`src/rtl/pong_pkg.sv`:
```
// rtl/pong_pkg.sv - shared constants, scan state and position snapshot for the pong row scanner
package pong_pkg;

    localparam int PONG_WIDTH    = 8;
    localparam int PONG_HEIGHT   = 8;
    localparam int PONG_PAD_SIZE = 2;
    localparam int PONG_X_BITS   = 3;
    localparam int PONG_Y_BITS   = 3;

    typedef enum logic {
        GAP = 1'b0,
        ON  = 1'b1
    } scan_state_e;

    typedef struct packed {
        logic [PONG_X_BITS-1:0] x;
        logic [PONG_Y_BITS-1:0] y;
        logic [PONG_X_BITS-1:0] top;
        logic [PONG_X_BITS-1:0] down;
    } pos_t;

    typedef logic [PONG_X_BITS:0] xw_t;

    // One extra bit so start+len-1 never wraps back into the matrix.
    function automatic logic in_span(input logic [PONG_X_BITS-1:0] start, input int col, input int len);
        xw_t lo;
        xw_t hi;
        xw_t c;
        lo = {1'b0, start};
        hi = lo + xw_t'(len - 1);
        c  = xw_t'(col);
        return (c >= lo) && (c <= hi);
    endfunction

endpackage

```
`src/rtl/pong_row_render.sv`:
```
// rtl/pong_row_render.sv - combinational column pattern for one matrix row
module pong_row_render
    import pong_pkg::*;
#(
    parameter int WIDTH    = PONG_WIDTH,
    parameter int HEIGHT   = PONG_HEIGHT,
    parameter int PAD_SIZE = PONG_PAD_SIZE
) (
    input  logic [PONG_Y_BITS-1:0] row,
    input  pos_t                   snap,
    input  logic                   ball_en,
    output logic [WIDTH-1:0]       data
);

    always_comb begin
        data = '0;
        // Edge columns are reserved for the ball; paddles only cover 1..WIDTH-2.
        for (int i = 1; i <= WIDTH - 2; i++) begin
            if (row == '0 && in_span(snap.top, i, PAD_SIZE)) begin
                data[WIDTH-1-i] = 1'b1;
            end
            if (row == PONG_Y_BITS'(HEIGHT - 1) && in_span(snap.down, i, PAD_SIZE)) begin
                data[i] = 1'b1;
            end
        end
        if (ball_en && row == snap.y && {1'b0, snap.x} < xw_t'(WIDTH)) begin
            data[snap.x] = 1'b1;
        end
    end

endmodule

```
`src/rtl/pong_row_scanner.sv`:
```
// rtl/pong_row_scanner.sv - tear-free row-scanned LED matrix driver; BALL_BLINK_EN adds ball blinking
module pong_row_scanner
    import pong_pkg::*;
#(
    parameter int WIDTH    = PONG_WIDTH,
    parameter int HEIGHT   = PONG_HEIGHT,
    parameter int X_BITS   = PONG_X_BITS,
    parameter int Y_BITS   = PONG_Y_BITS,
    parameter int PAD_SIZE = PONG_PAD_SIZE,
    parameter int DWELL    = 4
`ifdef BALL_BLINK_EN
    , parameter int BLINK_FRAMES = 4
`endif
) (
    input  logic              clk,
    input  logic              rst,
    input  logic              pos_valid,
    output logic              pos_ready,
    input  logic [X_BITS-1:0] x_pos,
    input  logic [Y_BITS-1:0] y_pos,
    input  logic [X_BITS-1:0] player_top,
    input  logic [X_BITS-1:0] player_down,
    input  logic              blank,
    output logic [HEIGHT-1:0] row_sel,
    output logic [WIDTH-1:0]  row_data,
    output logic [Y_BITS-1:0] row_idx,
    output logic              frame_start
);

    localparam int DW = (DWELL > 1) ? $clog2(DWELL) : 1;

    scan_state_e       state_q, state_d;
    logic [Y_BITS-1:0] row_idx_q, row_idx_d;
    logic [DW-1:0]     dwell_q, dwell_d;
    logic              pending_q, pending_d;
    pos_t              shadow_q, shadow_d;
    pos_t              active_q, active_d;
    logic [HEIGHT-1:0] row_sel_q, row_sel_d;
    logic [WIDTH-1:0]  row_data_q, row_data_d;
    logic              frame_start_q, frame_start_d;
    logic [WIDTH-1:0]  render_data;
    logic              ball_en;

    always_comb begin
        state_d   = state_q;
        row_idx_d = row_idx_q;
        dwell_d   = dwell_q;
        pending_d = pending_q;
        shadow_d  = shadow_q;
        active_d  = active_q;
        case (state_q)
            GAP: begin
                state_d = ON;
                if (row_idx_q == '0 && pending_q) begin
                    active_d  = shadow_q;
                    pending_d = 1'b0;
                end
            end
            ON: begin
                if (dwell_q == DW'(DWELL - 1)) begin
                    dwell_d   = '0;
                    state_d   = GAP;
                    row_idx_d = (row_idx_q == Y_BITS'(HEIGHT - 1)) ? '0 : row_idx_q + Y_BITS'(1);
                end else begin
                    dwell_d = dwell_q + DW'(1);
                end
            end
            default: state_d = GAP;
        endcase
        if (pos_valid && !pending_q) begin
            shadow_d  = '{x: x_pos, y: y_pos, top: player_top, down: player_down};
            pending_d = 1'b1;
        end
    end

    assign frame_start_d = (state_d == GAP) && (row_idx_d == '0);

`ifdef BALL_BLINK_EN
    localparam int FC_W = (BLINK_FRAMES > 1) ? $clog2(BLINK_FRAMES) : 1;

    logic [FC_W-1:0] frame_cnt_q, frame_cnt_d;
    logic            phase_q, phase_d;

    always_comb begin
        frame_cnt_d = frame_cnt_q;
        phase_d     = phase_q;
        if (frame_start_d) begin
            if (frame_cnt_q == FC_W'(BLINK_FRAMES - 1)) begin
                frame_cnt_d = '0;
                phase_d     = !phase_q;
            end else begin
                frame_cnt_d = frame_cnt_q + FC_W'(1);
            end
        end
    end

    always_ff @(posedge clk) begin
        if (rst) begin
            frame_cnt_q <= '0;
            phase_q     <= 1'b1;
        end else begin
            frame_cnt_q <= frame_cnt_d;
            phase_q     <= phase_d;
        end
    end

    assign ball_en = phase_d;
`else
    assign ball_en = 1'b1;
`endif

    // Render from next-state values so the registered outputs line up with the state they describe.
    pong_row_render #(
        .WIDTH    (WIDTH),
        .HEIGHT   (HEIGHT),
        .PAD_SIZE (PAD_SIZE)
    ) u_render (
        .row     (row_idx_d),
        .snap    (active_d),
        .ball_en (ball_en),
        .data    (render_data)
    );

    always_comb begin
        row_sel_d  = '0;
        row_data_d = '0;
        if (state_d == ON && !blank) begin
            row_sel_d  = {{(HEIGHT-1){1'b0}}, 1'b1} << row_idx_d;
            row_data_d = render_data;
        end
    end

    // frame_start resets high: the first cycle out of reset is the row-0 gap.
    always_ff @(posedge clk) begin
        if (rst) begin
            state_q       <= GAP;
            row_idx_q     <= '0;
            dwell_q       <= '0;
            pending_q     <= 1'b0;
            shadow_q      <= '0;
            active_q      <= '0;
            row_sel_q     <= '0;
            row_data_q    <= '0;
            frame_start_q <= 1'b1;
        end else begin
            state_q       <= state_d;
            row_idx_q     <= row_idx_d;
            dwell_q       <= dwell_d;
            pending_q     <= pending_d;
            shadow_q      <= shadow_d;
            active_q      <= active_d;
            row_sel_q     <= row_sel_d;
            row_data_q    <= row_data_d;
            frame_start_q <= frame_start_d;
        end
    end

    assign pos_ready   = !pending_q;
    assign row_sel     = row_sel_q;
    assign row_data    = row_data_q;
    assign row_idx     = row_idx_q;
    assign frame_start = frame_start_q;

endmodule

```
`config.mk`:
```
export PLATFORM = sky130hd
export DESIGN_NAME = pong_row_scanner
export DESIGN_NICKNAME = d
export VERILOG_FILES = /design/src/rtl/pong_pkg.sv /design/src/rtl/pong_row_render.sv /design/src/rtl/pong_row_scanner.sv
export SDC_FILE = /design/constraint.sdc
export NUM_CORES = 1
export LEC_CHECK = 0
export CAP_MARGIN = 25
export CORE_MARGIN = 2
export CORE_UTILIZATION = 47
export DETAILED_ROUTE_END_ITERATION = 16
export GPL_TIMING_DRIVEN = 0
export PLACE_DENSITY = 0.75
export RECOVER_POWER = 100
export SLEW_MARGIN = 40
export SYNTH_ARGS = -nofsm -noshare
export SYNTH_HDL_FRONTEND = slang
export SYNTH_HIERARCHICAL = 1
export SYNTH_SLANG_ARGS = --single-unit
```
`constraint.sdc`:
```
create_clock -name clk -period 2.3 [get_ports clk]
set_input_delay 0.69 -clock clk [delete_from_list [all_inputs] [get_ports clk]]
set_output_delay 0.69 -clock clk [all_outputs]
set_load 0.005 [all_outputs]
```
==> out/metrics.cfg, run 1 <==
[final_layout]
syn_to_final_growth_pct=36.7
final_cell_mix=dfxtp_1, nand2_1, and2_1, dlygate4sd3_1
layout.nets=310
n_fill_cell=341
n_antenna_cell=0
final_common_cell=dfxtp_1
drive_above_1_share=0.253
final-instance-count-excl-fill=337

[sta]
tns_ns=-0.347
finClkSkew_ns=0.00700
fin_ws_ns=-0.104
report.final.slew_viol_count=0
whs_ns=0.458
fin_crit_ns=2.40
hold_viol=0
fin_crit_sh=1.05
fmax_mhz=416
rsz0062_at_grt=true
setup_viol=6

[yosys]
yosys.cell_types.count=43
synthFlopType=dfxtp_1
ys_async_sr_fraction=0
syn_inst=226
yosysWarnings=6
seq_area_frac_synth=0.445
netlist_area_um2=2160
avgSynthCellArea_um2=9.54
synth_edf_count=0
synth-seq-cells=48

[power]
pwr-share-clk=0.325
ir_worst_vdd_v=0.000449
p_seq_frac=0.550
total_power_w=0.00158
switchingPower_w=0.000351
swShare=0.222
leakagePower_nw=1.23
power_density_nw_per_um2=536
power_frac_comb=0.125
p_int_w=0.00123

[run_status]
outcome=finished, violations left
violations=negative setup slack

[critical_path]
path_delay_family=simple AND/OR/NAND/NOR gates
crit_required_ns=2.53
critPathMaxFanout=4
cp-start-kind=register
crit_type=reg2reg
critPathSlowestCell=or4b_4
cpPeakStageDelay_ns=0.58
cp.arrival_ns=2.63
cp_cell_sequence=buf_4 -> ha_2 -> ha_1 -> mux2_4 -> xor2_2 -> or4b_4 -> o211ai_1 -> and2_1
crit_buf_inv=1
crit_path_end_kind=register

[global_routing]
grt_pass1_vias=1624
use_met2=0.296
busiest_layer=met2
antenna_found_initial=0
grt_use_met1=0.231
gr-total-overflow=0
grt_start_max_net_pins=14
met3_usage=0.0338
grt_pass1_wl_um=7420
grt_usage=0.182

[floorplan]
start_util=0.492
die_h_um=71.7
fp.dieW_um=71.7
ios=37
die_area_um2=5150
core-area_um2=4380
rows=24

[route]
ant_nets=0
num_vias=1736
route.detailed.drc=0
wl_per_cell_um=13.0
viasPerCell=5.15
drt_first_iter_violations=71
first_pass_iters=4
wl_um=4370

[clock_network]
cts_htree_levels=2
clockRootBuffer=clkbuf_8
cts_hold_buf=0
cts_tree=done
cts_sinks=48
cts_buffers=5
cts.path.max_buffers=2
worstSkewPairLatency_ns=0.29
clk_pin_slew_worst_paths_ns=0.08

[placement]
hpwl_um=2940
port_buffers=36
dp.cells=315
gp_congestion=0.782

[flow_run]
cap_viol_max_count=0

[hold_path]
hold_class=reg2reg

final cells by class:
type                            count  area, um2  share of cell area
Tap cell                           52       65.1              0.0221
Sequential cell                    48        970               0.329
Buffer                              8       61.3              0.0208
Inverter                            9       41.3              0.0140
Timing Repair Buffer               52        484               0.164
Multi-Input combinational cell    161       1230               0.417
Clock buffer                        7       96.3              0.0327
state kept, by name (all words and copies together), names as in the netlist:
name and cells:
active_q 12, shadow_q 12, row_data 8, row_sel 8
row_idx 3, dwell_q 2, frame_start 1, pending_q 1
state_q 1
worst reg2reg max path: cells and delay by family, from the launching register on:
family          cells  cell delay (ns)
flops               1             0.36
compound gates      1             0.18
simple gates        2             0.73
xor+xnor            1             0.15
fa+ha+maj           2             0.47
mux                 1             0.31
buf+inv             1             0.14
layer usage:
layer	routed length [um]	vias to the layer above
met3	240	11
met1	1990	774
met2	2040	65
li1	-	886
met5	0	-
met4	93	0
cells by family after synthesis:
family / share of synthesized area
AOI/OAI and AO/OA: 0.0980
DFF: 0.445
buffers and inverters: 0.0406
and+or+nand+nor: 0.232
adders and majority gates: 0.0522
other: 0.00174
xor gates and xnor gates: 0.0162
muxes: 0.114
timing repair:
action / 4_1_cts / 5_1_grt
setup endpoints to repair: 7 / 7
buffers inserted: 11 / 5
pin swaps: 7 / 5
gates resized for setup: 15 / 14
synth_stat cells (2+ instances only):
cell type / n / area (um2)
o211ai_1: 2 / 15.0
inv_2: 2 / 7.51
dfxtp_1: 48 / 961
clkbuf_1: 6 / 22.5
nor2_1: 13 / 48.8
nor3b_1: 2 / 15.0
mux2_4: 9 / 135
xor2_1: 3 / 26.3
mux2_2: 4 / 45.0
nand2b_1: 6 / 37.5
nand2_1: 29 / 109
nor4_1: 5 / 31.3
mux2i_4: 2 / 45.0
mux2i_1: 2 / 20.0
o21ai_0: 5 / 25.0
nand3_1: 3 / 15.0
nor3_1: 8 / 40.0
a21oi_1: 17 / 85.1
inv_1: 7 / 26.3
o221ai_1: 3 / 26.3
ha_1: 9 / 113
and2_1: 20 / 125
stage by stage:
step / setup slack (ns) / area [um2] / utilization
2_1_floorplan: -0.0537 / 2200 / -
6_report: -0.104 / 2950 / 0.673
3_3_place_gp: -0.191 / 2630 / 0.600
5_1_grt: -0.178 / 2950 / 0.673
4_1_cts: -0.0944 / 2860 / 0.652
3_5_place_dp: -0.204 / 2630 / 0.600
power by group through the flow:
stage	registers (W)	logic, W	clock network, W
6_report	0.000870	0.000197	0.000515
5_1_grt	0.000873	0.000218	0.000566
4_1_cts	0.000870	0.000192	0.000531
3_5_place_dp	0.000891	0.000174	0
3_3_place_gp	0.000889	0.000172	0
2_1_floorplan	0.000887	0.000111	0
final timing paths:
kind | startpoint | slack, ns | end | depth (start not counted)
setup / recovery | row_idx[1] | -0.10 | row_data[4] | 8
hold / removal | shadow_q[7] | 0.46 | shadow_q[7] | 2
setup reg to reg | row_idx[1] | -0.10 | row_data[4] | 8
hold reg to reg | shadow_q[7] | 0.46 | shadow_q[7] | 2
No activity file was read; power rests on OpenSTA's default activity.
==> inputs of run 2 (changes only) <==
--- a/config.mk
+++ b/config.mk
@@ -12,6 +12,7 @@
 export GPL_TIMING_DRIVEN = 0
 export PLACE_DENSITY = 0.75
 export RECOVER_POWER = 100
+export REMOVE_ABC_BUFFERS = 1
 export SLEW_MARGIN = 40
 export SYNTH_ARGS = -nofsm -noshare
 export SYNTH_HDL_FRONTEND = slang
==> run 2 against run 1 <==
Effect of this change: the run still ends with negative setup slack left; first-iteration DRC count grew 11%; routed wire length decreased by 2.8%; sequential cell count stayed put; critical path depth rose by 1; non-clock buffer count is 13 lower; highest routed layer unchanged; power fell by 1.2%.
==> out/metrics.cfg, run 2 (synthesized netlist as in run 1, its figures left out) <==
[final_layout]
syn_to_final_growth_pct=28.9
final_util=0.634
drive_above_1_share=0.212
reg.largest.list=active_q (12), shadow_q (12)
final_cell_mix=dfxtp_1, nand2_1, and2_1
design_area_um2=2780
n_antenna_cell=0
layout.nets=298
final_common_cell=dfxtp_1

[sta]
worstMarginPinSlew_ns=0.733
fmax_mhz=420
setup_viol=4
hold_viol=0
max_slew_margin=0.510
whs_ns=0.457
rsz0062_at_grt=true
finClkSkew_ns=0.00501
report.final.slew_viol_count=0
fin_ws_ns=-0.0795
fin_crit_ns=2.38
fin_crit_sh=1.03
tns_ns=-0.212

[power]
ir_worst_vdd_v=0.000380
leakagePower_nw=1.18
power_density_nw_per_um2=562

[clock_network]
worstSkewPairLatency_ns=0.30
clockRootBuffer=clkbuf_8
cts.path.max_buffers=2
cts_tree=done
clk_pin_slew_worst_paths_ns=0.09
cts_buffers=5
cts_htree_levels=2
cts_sinks=48
cts_hold_buf=0

[critical_path]
r2r_start=row_idx[0]
cpPeakStageDelay_ns=0.53
path_delay_family=simple AND/OR/NAND/NOR gates
cp_cell_sequence=inv_2 -> ha_4 -> and4bb_4 -> mux2_4 -> or2b_1 -> or4b_4 -> nor2_2 -> or3_1 -> and2_1
crit_path_end_kind=register
critPathLaunch=row_idx[0]
critical_path_depth=9
critPathMaxFanout=6
crit_buf_inv=1
crit_type=reg2reg
r2r_cells=9
crit_required_ns=2.55
cp-start-kind=register
cp.arrival_ns=2.63
critPathSlowestCell=or4b_4

[floorplan]
rows=24
ios=37
start_util=0.492
die_h_um=71.7
core-area_um2=4380
fp.dieW_um=71.7
die_area_um2=5150

[run_status]
outcome=finished, violations left
violations=negative setup slack

[route]
route.detailed.drc=0
viasPerCell=5.28
wl_um=4240
num_vias=1722
ant_nets=0
drt_first_iter_violations=79
first_pass_iters=4
wl_per_cell_um=13.0

[global_routing]
grt_start_max_net_pins=21
grt_pass1_wl_um=7040
grt_pass1_vias=1545
gr-total-overflow=0
antenna_found_initial=0
grt_usage=0.175

[flow_run]
cap_viol_max_count=0

[hold_path]
hold_start=shadow_q[11]
hold_class=reg2reg
hold_depth=2

[placement]
hpwl_um=2840
gp_congestion=0.820
port_buffers=36
placed_area_um2=2530

[run 2: cell count changes in the layout (fill, tap and decap cells not counted), sizes merged]
| cell | before | now |
|---|---|---|
| and4bb | 1 | 2 |
| buf | 20 | 11 |
| clkbuf | 11 | 6 |
| clkinv | 0 | 2 |
[run 2: worst register-to-register path: cells and delay by family, from the launching register on]
family | cells | cell delay [ns]
adder cells (fa/ha/maj) | 1 | 0.14
multiplexers | 1 | 0.32
flip-flops | 1 | 0.36
buffers and inverters | 1 | 0.06
AND/OR/NAND/NOR | 6 | 1.44
[run 2: path summary, 6_finish.rpt]
kind | end | slack [ns]
setup / recovery | row_data[1] | -0.08
hold / removal | shadow_q[11] | 0.46
setup reg to reg | row_data[1] | -0.08
hold reg to reg | shadow_q[11] | 0.46
[run 2: layout make-up]
class,instances,area [um2]
clock buffer,6,82.6
fill,381,1600
timing repair buffer,47,443
multi-input combinational,162,1170
clock inverter,2,10.0
sequential,48,970
inverter,9,36.3
tap,52,65.1
[run 2: layer usage]
| metal | vias up | routed length (um) | part of all wire | track usage |
|---|---|---|---|---|
| li1 | 865 | - | - | - |
| met1 | 790 | 1890 | 0.45 | 0.217 |
| met2 | 58 | 2000 | 0.47 | 0.285 |
| met3 | 9 | 242 | 0.057 | 0.0520 |
| met4 | 0 | 106 | 0.025 | 0.0713 |
| met5 | - | 0 | 0 | 0 |
[run 2: power breakdown]
group	internal, W	leakage, nW	total (W)	switching [W]
combinational	0.0000923	0.733	0.000174	0.0000812
clock	0.000240	0.0510	0.000517	0.000277
sequential	0.000856	0.393	0.000873	0.0000167
[run 2: timing repair]
action / 4_1_cts / 5_1_grt
endpoints found under the hold margin: 0 / 0
gates resized for setup: 14 / 6
setup endpoints to repair: 7 / 10
pin swaps: 7 / 5
setup buffers: 9 / 2
gates cloned: 1 / 0
[run 2: through the flow]
stage / std cells / setup slack (ns) / power [W]
detailed placement: 306 / -0.296 / 0.00105
finish: 326 / -0.0795 / 0.00156
global route: 326 / -0.156 / 0.00165
floorplan: 218 / -0.0843 / 0.000985
global placement: 306 / -0.255 / 0.00105
CTS: 324 / -0.129 / 0.00157
